[src/rtl/spi_master_pkg.sv]
// Shared definitions for the SPI master: frame geometry, read/write flag
// polarity, FSM state encoding and the frame-building helper.
package spi_master_pkg;

    localparam int   FRAME_BITS = 16;
    localparam int   ADDR_BITS  = 7;
    localparam int   DATA_BITS  = 8;
    localparam logic RW_READ    = 1'b1;

    typedef enum logic [2:0] {
        IDLE     = 3'd0,
        SETUP    = 3'd1,
        SHIFT_HI = 3'd2,
        SHIFT_LO = 3'd3,
        HOLD     = 3'd4,
        GAP      = 3'd5
    } state_e;

    // Command byte is {addr, rw}; the data byte is zero for reads so the
    // slave sees a clean dummy byte while it drives MISO.
    function automatic logic [FRAME_BITS-1:0] build_frame(
        input logic [ADDR_BITS-1:0] addr,
        input logic                 rw,
        input logic [DATA_BITS-1:0] wdata
    );
        logic [DATA_BITS-1:0] data_byte;
        data_byte   = (rw == RW_READ) ? '0 : wdata;
        build_frame = {addr, rw, data_byte};
    endfunction

endpackage

[src/rtl/spi_master_if.sv]
// Host-side handshake bundle of the SPI master. The host drives the request
// fields; the master returns status and read data.
interface spi_master_if;
    import spi_master_pkg::*;

    logic                 start;
    logic                 rw;
    logic [ADDR_BITS-1:0] addr;
    logic [DATA_BITS-1:0] wdata;
    logic                 busy;
    logic                 done;
    logic [DATA_BITS-1:0] rdata;

    // Host (request issuer) side.
    modport master (
        output start, rw, addr, wdata,
        input  busy, done, rdata
    );

    // SPI master (request consumer) side.
    modport slave (
        input  start, rw, addr, wdata,
        output busy, done, rdata
    );

endinterface

[src/rtl/spi_sclk_gen.sv]
// Half-period timebase for the SPI master. Counts 0..HALF_PERIOD-1 while
// running and wraps, so every phase is exactly HALF_PERIOD clk cycles long.
// All strobes fire in the last cycle of a phase, i.e. one cycle before the
// corresponding SCLK edge appears on the registered state.
module spi_sclk_gen #(
    parameter int unsigned HALF_PERIOD = 8   // legal 4..255
) (
    input  logic clk,
    input  logic reset_n,
    input  logic run_i,      // counter active (any non-idle state)
    input  logic sclk_hi_i,  // current phase drives SCLK high
    input  logic edge_ok_i,  // a rising edge may follow this low phase
    output logic tick_o,     // last cycle of the current phase
    output logic rise_o,     // SCLK rises next cycle
    output logic fall_o,     // SCLK falls next cycle
    output logic sample_o    // last cycle of a high phase: MISO sample point
);

    localparam logic [7:0] LAST = 8'(HALF_PERIOD - 1);

    logic [7:0] cnt_q, cnt_d;

    // Next count: hold at zero when idle, wrap at the end of each phase.
    always_comb begin
        cnt_d = cnt_q;
        if (!run_i) begin
            cnt_d = '0;
        end else if (cnt_q == LAST) begin
            cnt_d = '0;
        end else begin
            cnt_d = cnt_q + 8'd1;
        end
    end

    // Counter register with synchronous active-low reset.
    always_ff @(posedge clk) begin
        if (!reset_n) begin
            cnt_q <= '0;
        end else begin
            cnt_q <= cnt_d;
        end
    end

    // Phase-end strobes, qualified by the current SCLK level.
    always_comb begin
        tick_o   = run_i && (cnt_q == LAST);
        rise_o   = tick_o && !sclk_hi_i && edge_ok_i;
        fall_o   = tick_o && sclk_hi_i;
        sample_o = tick_o && sclk_hi_i;
    end

endmodule

[src/rtl/spi_master.sv]
// SPI master (mode 0, MSB first) issuing 16-bit frames {addr, rw, data}.
// Sequence: IDLE -> SETUP -> (SHIFT_HI <-> SHIFT_LO) x16 -> HOLD -> GAP -> IDLE,
// each phase HALF_PERIOD clk cycles. All pin outputs decode directly from
// registered state, so they change only on clk edges.
module spi_master
    import spi_master_pkg::*;
#(
    parameter int unsigned HALF_PERIOD = 8   // clk cycles per SCLK half-period, 4..255
) (
    input  logic        clk,
    input  logic        reset_n,
    spi_master_if.slave host,
    output logic        sclk_pin,
    output logic        cs_pin,
    output logic        mosi_pin,
    input  logic        miso_pin
);

    localparam int                 BIT_W        = $clog2(FRAME_BITS);
    localparam logic [BIT_W-1:0]   LAST_BIT     = BIT_W'(FRAME_BITS - 1);
    localparam logic [BIT_W-1:0]   FIRST_RX_BIT = BIT_W'(FRAME_BITS - DATA_BITS);

    state_e                  state_q, state_d;
    logic [FRAME_BITS-1:0]   shreg_q, shreg_d;
    logic [BIT_W-1:0]        bitcnt_q, bitcnt_d;
    logic [DATA_BITS-1:0]    rx_q, rx_d;
    logic [DATA_BITS-1:0]    rdata_q, rdata_d;
    logic                    rw_q, rw_d;
    logic                    done_q, done_d;

    logic run;
    logic sclk_hi;
    logic edge_ok;
    logic tick;
    logic rise;
    logic fall;
    logic sample;

    // Timebase control: run outside IDLE; after the 16th period the low
    // phase leads into HOLD instead of another rising edge.
    always_comb begin
        run     = (state_q != IDLE);
        sclk_hi = (state_q == SHIFT_HI);
        edge_ok = (state_q == SETUP) ||
                  ((state_q == SHIFT_LO) && (bitcnt_q != LAST_BIT));
    end

    spi_sclk_gen #(
        .HALF_PERIOD (HALF_PERIOD)
    ) u_sclk_gen (
        .clk       (clk),
        .reset_n   (reset_n),
        .run_i     (run),
        .sclk_hi_i (sclk_hi),
        .edge_ok_i (edge_ok),
        .tick_o    (tick),
        .rise_o    (rise),
        .fall_o    (fall),
        .sample_o  (sample)
    );

    // FSM state register; reset wins over everything, including a pending start.
    always_ff @(posedge clk) begin
        if (!reset_n) begin
            state_q <= IDLE;
        end else begin
            state_q <= state_d;
        end
    end

    // FSM next-state logic; start is only looked at in IDLE, so requests
    // during a frame are dropped rather than queued.
    always_comb begin
        state_d = state_q;
        case (state_q)
            IDLE:     if (host.start) state_d = SETUP;
            SETUP:    if (rise)       state_d = SHIFT_HI;
            SHIFT_HI: if (fall)       state_d = SHIFT_LO;
            SHIFT_LO: if (tick)       state_d = rise ? SHIFT_HI : HOLD;
            HOLD:     if (tick)       state_d = GAP;
            GAP:      if (tick)       state_d = IDLE;
            default:                  state_d = IDLE;
        endcase
    end

    // FSM outputs: pins and status decoded from the registered state.
    always_comb begin
        sclk_pin   = (state_q == SHIFT_HI);
        cs_pin     = !((state_q == SETUP) || (state_q == SHIFT_HI) ||
                       (state_q == SHIFT_LO) || (state_q == HOLD));
        mosi_pin   = shreg_q[FRAME_BITS-1];
        host.busy  = (state_q != IDLE);
        host.done  = done_q;
        host.rdata = rdata_q;
    end

    // Shift datapath next state: load the frame on acceptance, shift MOSI
    // on each falling edge (zero-filled, so MOSI idles at 0 after bit 0),
    // capture MISO in the second byte, publish read data as done rises.
    always_comb begin
        shreg_d  = shreg_q;
        bitcnt_d = bitcnt_q;
        rx_d     = rx_q;
        rdata_d  = rdata_q;
        rw_d     = rw_q;
        done_d   = 1'b0;
        case (state_q)
            IDLE: begin
                if (host.start) begin
                    shreg_d  = build_frame(host.addr, host.rw, host.wdata);
                    rw_d     = host.rw;
                    bitcnt_d = '0;
                    rx_d     = '0;
                end
            end
            SHIFT_HI: begin
                if (fall) begin
                    shreg_d = {shreg_q[FRAME_BITS-2:0], 1'b0};
                end
                if (sample && (bitcnt_q >= FIRST_RX_BIT)) begin
                    rx_d = {rx_q[DATA_BITS-2:0], miso_pin};
                end
            end
            SHIFT_LO: begin
                if (rise) begin
                    bitcnt_d = bitcnt_q + 1'b1;
                end
            end
            HOLD: begin
                if (tick) begin
                    done_d = 1'b1;
                    if (rw_q == RW_READ) begin
                        rdata_d = rx_q;
                    end
                end
            end
            default: ;
        endcase
    end

    // Shift datapath registers; reset clears everything so an aborted
    // frame leaves no trace in rdata.
    always_ff @(posedge clk) begin
        if (!reset_n) begin
            shreg_q  <= '0;
            bitcnt_q <= '0;
            rx_q     <= '0;
            rdata_q  <= '0;
            rw_q     <= 1'b0;
            done_q   <= 1'b0;
        end else begin
            shreg_q  <= shreg_d;
            bitcnt_q <= bitcnt_d;
            rx_q     <= rx_d;
            rdata_q  <= rdata_d;
            rw_q     <= rw_d;
            done_q   <= done_d;
        end
    end

endmodule

[src/flat_wrapper.sv]
// flat-port wrapper written by rule: the top's interface ports become plain ports
module spi_master_flat import spi_master_pkg::*;
#(
    parameter int unsigned HALF_PERIOD = 8                                             
)
  (clk, reset_n, sclk_pin, cs_pin, mosi_pin, miso_pin, host_start, host_rw, host_addr, host_wdata, host_busy, host_done, host_rdata);
  spi_master_if host_i ();
  input  logic clk;
  input  logic reset_n;
  output logic sclk_pin;
  output logic cs_pin;
  output logic mosi_pin;
  input  logic miso_pin;
  input wire logic [$bits(host_i.start)-1:0] host_start;
  input wire logic [$bits(host_i.rw)-1:0] host_rw;
  input wire logic [$bits(host_i.addr)-1:0] host_addr;
  input wire logic [$bits(host_i.wdata)-1:0] host_wdata;
  output wire logic [$bits(host_i.busy)-1:0] host_busy;
  output wire logic [$bits(host_i.done)-1:0] host_done;
  output wire logic [$bits(host_i.rdata)-1:0] host_rdata;
  assign host_i.start = host_start;
  assign host_i.rw = host_rw;
  assign host_i.addr = host_addr;
  assign host_i.wdata = host_wdata;
  assign host_busy = host_i.busy;
  assign host_done = host_i.done;
  assign host_rdata = host_i.rdata;
  spi_master #(.HALF_PERIOD(HALF_PERIOD)) u_core (.clk(clk), .reset_n(reset_n), .host(host_i), .sclk_pin(sclk_pin), .cs_pin(cs_pin), .mosi_pin(mosi_pin), .miso_pin(miso_pin));
endmodule
[config.mk]
export PLATFORM = sky130hd
export DESIGN_NAME = spi_master_flat
export DESIGN_NICKNAME = d
export VERILOG_FILES = /design/src/rtl/spi_master_pkg.sv /design/src/rtl/spi_master_if.sv /design/src/rtl/spi_sclk_gen.sv /design/src/rtl/spi_master.sv /design/src/flat_wrapper.sv
export SDC_FILE = /design/constraint.sdc
export NUM_CORES = 1
export LEC_CHECK = 0
export ABC_AREA = 1
export ABC_CLOCK_PERIOD_IN_PS = 3650
export CORE_ASPECT_RATIO = 2
export CORE_MARGIN = 1
export CORE_UTILIZATION = 55
export DETAILED_ROUTE_END_ITERATION = 7
export GPL_TIMING_DRIVEN = 0
export MAX_ROUTING_LAYER = met4
export PLACE_DENSITY = 0.86
export SETUP_SLACK_MARGIN = 0.15
export SLEW_MARGIN = 25
export SYNTH_ARGS = -nofsm -noshare
export SYNTH_HDL_FRONTEND = slang
export SYNTH_SLANG_ARGS = --single-unit
[constraint.sdc]
create_clock -name clk -period 3.65 [get_ports clk]
set_input_delay 0.5475 -clock clk [delete_from_list [all_inputs] [get_ports clk]]
set_output_delay 0.5475 -clock clk [all_outputs]
set_load 0.02 [all_outputs]
==> results.cfg <==
[global_routing]
gr-usage-all-layers = 0.2464
gr-total-overflow = 0
grt_pass1_wl_mm = 8.521
grt_max_degree = 17
antenna_found_initial = 0
grt_pass1_vias = 2099

[logic_synthesis]
synth-seq-cells = 49
syn-num-nets = 344
yosysTopAreaCellShare = 0.4126
synth.largest_area_cell = dfxtp_1
synthDistinctLibCells = 32
yosys_warnings = 0
ys_seq_area_frac = 0.4126
yosys-top-cells-area = dfxtp_1, nand2_1, nor2_1, o21ai_0, a21oi_1
yosys.area_share.xor_xnor = 0.01474
synth_mux_area_frac = 0
synth_top_family_by_area = simple AND/OR/NAND/NOR gates
syn-instance-count = 321
synth-simple-area-share = 0.3421
synth_fa_ha_area_frac = 0.01579
synth_compound_area_frac = 0.1242
syn-mean-instance-area_um2 = 7.406
netlist_area_um2 = 2377

[drt]
vias = 2141
routed_wl_mm = 4.914
wire_per_inst_um = 11.93
dr.first_iter.drc_count = 56
drc_errors = 0
ant_nets = 0
first_pass_iters = 7
viasPerCell = 5.197

[setup_path]
endpoint_kind = output pin
critPathMaxStageDelay_ns = 0.59
regToRegEndpoint = u_core.host.rdata[5]
critPathKind = register to output pin
critical_path.top_delay_family = buffers and inverters
reg2reg_slack_ns = 2.07
crit_buf_inv = 4
rr_startpoint = u_core.u_sclk_gen.cnt_q[0]
worstSetupEndpoint = cs_pin
worstPathMaxFanout = 10
path_cells = inv_2 -> nand3_2 -> buf_2 -> nand4_1 -> inv_1 -> clkdlybuf4s50_1
arrival_ns = 2.07
r2r_cells = 7
cp.depth = 6
startpoint = u_core.state_q[0]
cp-start-kind = register
crit_slowest_cell = clkdlybuf4s50_1
worstPathRequired_ns = 3.10

[placed_design]
dpl.hpwl_mm = 3.618
placed_area_um2 = 2753
gp_congestion = 0.8977
dp_worst_setup_slack_ns = 1.392
portBuffers = 31

[timing]
hold_viol_final = 0
fin_ws_ns = 1.033
fin_crit_ns = 2.617
tns_ns = 0
fin_crit_sh = 0.7171
relSlewSlack = 0.7141
rsz0062_at_grt = false
worstMarginPinSlew_ns = 0.4289
finalMaxSlewViolations = 0
clock_skew_ns = 0.01305
fmax_mhz = 382.1
setup_viol = 0

[finish]
stdcell_area_um2 = 2890
area_growth_pct = 21.58
drive_gt1_frac = 0.1389
layout_commonest_cell = nand2_1
diodes = 0
final_cell_mix = nand2_1, dfxtp_1, nor2_1, clkdlybuf4s50_1
finalNetCount = 382

[floorplanning]
core_area_um2 = 4129
start_util = 0.5758
ios = 33
dieArea_um2 = 4605
die_w_um = 48.49
die_h_um = 94.98
rows = 33

[run]
drv_cap = 0

[power_and_ir_drop]
leakagePower_nw = 1.206
peakVddDrop_mv = 0.4486
p_per_area_nw_per_um2 = 438.0

[clock_tree]
cts-buffers-inserted = 5
post-cts-setup-buffers = 0
clk_path_buf_depth = 2
clkSinkCount = 49
clk_pin_slew_ns = 0.10
cts_hold_buf = 0
cts_root_buf = clkbuf_8
clk_latency_ns = 0.32
htreeDepth = 2
tritoncts = done
postCtsResizedCells = 0

[hold_path]
holdPathStages = 2
min_path_type = register to register

[outcome]
outcome = finished clean
## metal layers
layer | up-vias | track usage | routed length (µm)
li1 | 1103 | - | -
met1 | 962 | 0.2238 | 1901
met2 | 62 | 0.4765 | 2691
met3 | 14 | 0.04992 | 194
met4 | 0 | 0.1201 | 125
met5 | - | - | 0
## state kept, by name, summed over array words and instances (netlist names)
register,count
u_core.bitcnt_q,4
u_core.host.done,1
u_core.host.rdata,8
u_core.rw_q,1
u_core.rx_q,8
u_core.shreg_q,16
u_core.state_q,3
u_core.u_sclk_gen.cnt_q,8
## metrics by stage
stage	power, mW	std cells	utilization	hold WS (ns)
floorplan	0.7436	321	-	0.4179
global placement	0.8012	404	0.6667	0.4287
detailed placement	0.8075	404	0.6667	0.4386
CTS	1.267	412	0.7000	0.4523
global route	1.318	412	0.7000	0.4817
finish	1.266	412	0.7000	0.4477
## power breakdown
| group | internal [mW] | switching, mW |
|---|---|---|
| combinational | 0.0875 | 0.118 |
| clock | 0.276 | 0.193 |
| sequential | 0.569 | 0.0224 |
## area by class of cell
class	instances	area (µm²)
plain buffers	12	92.59
multi-input cells	230	1181
clock buffers	5	68.82
repair buffers	31	310.3
flip-flops and latches	49	980.9
fillers	330	1239
inverters	30	122.6
clock inverters	3	68.82
well taps	52	65.06
## worst min-delay path by stage
stage	to	from	slack, ns
4_1_cts	u_core.host.rdata[7]	u_core.host.rdata[7]	0.45
3_3_place_gp	u_core.u_sclk_gen.cnt_q[0]	u_core.u_sclk_gen.cnt_q[0]	0.43
5_1_grt	u_core.host.rdata[4]	u_core.host.rdata[4]	0.48
3_5_place_dp	u_core.host.rdata[1]	u_core.host.rdata[1]	0.44
6_report	u_core.host.rdata[7]	u_core.host.rdata[7]	0.45
2_1_floorplan	u_core.u_sclk_gen.cnt_q[0]	u_core.u_sclk_gen.cnt_q[0]	0.42
## kinds of logic (layout without fill, tap and decap cells)
| group | after synthesis | after routing |
|---|---|---|
| compound gates | 55 | 55 |
| xor+xnor | 4 | 4 |
| fa+ha+maj | 3 | 3 |
| buf+inv | 42 | 81 |
| flops | 49 | 49 |
| simple gates | 168 | 168 |
## synth_stat cells, drive strengths merged
cell and count:
a21oi 21, a22oi 5, a41oi 1, buf 9, clkbuf 3, dfxtp 49
ha 3, inv 30, nand2 79, nand3 23, nand4 3, nor2 60
nor3b 1, nor4 1, o21ai 28, or2 1, xnor2 2, xor2 2
## worst register-to-register path, stage by stage (launching register included)
cell     delay (ns)
dfxtp_1        0.37
ha_1           0.24
nand3_4        0.13
nor2_8         0.22
nand3_2        0.18
buf_6          0.19
o21ai_1        0.11
a21oi_1        0.05
(Power assumes the default switching activity.)
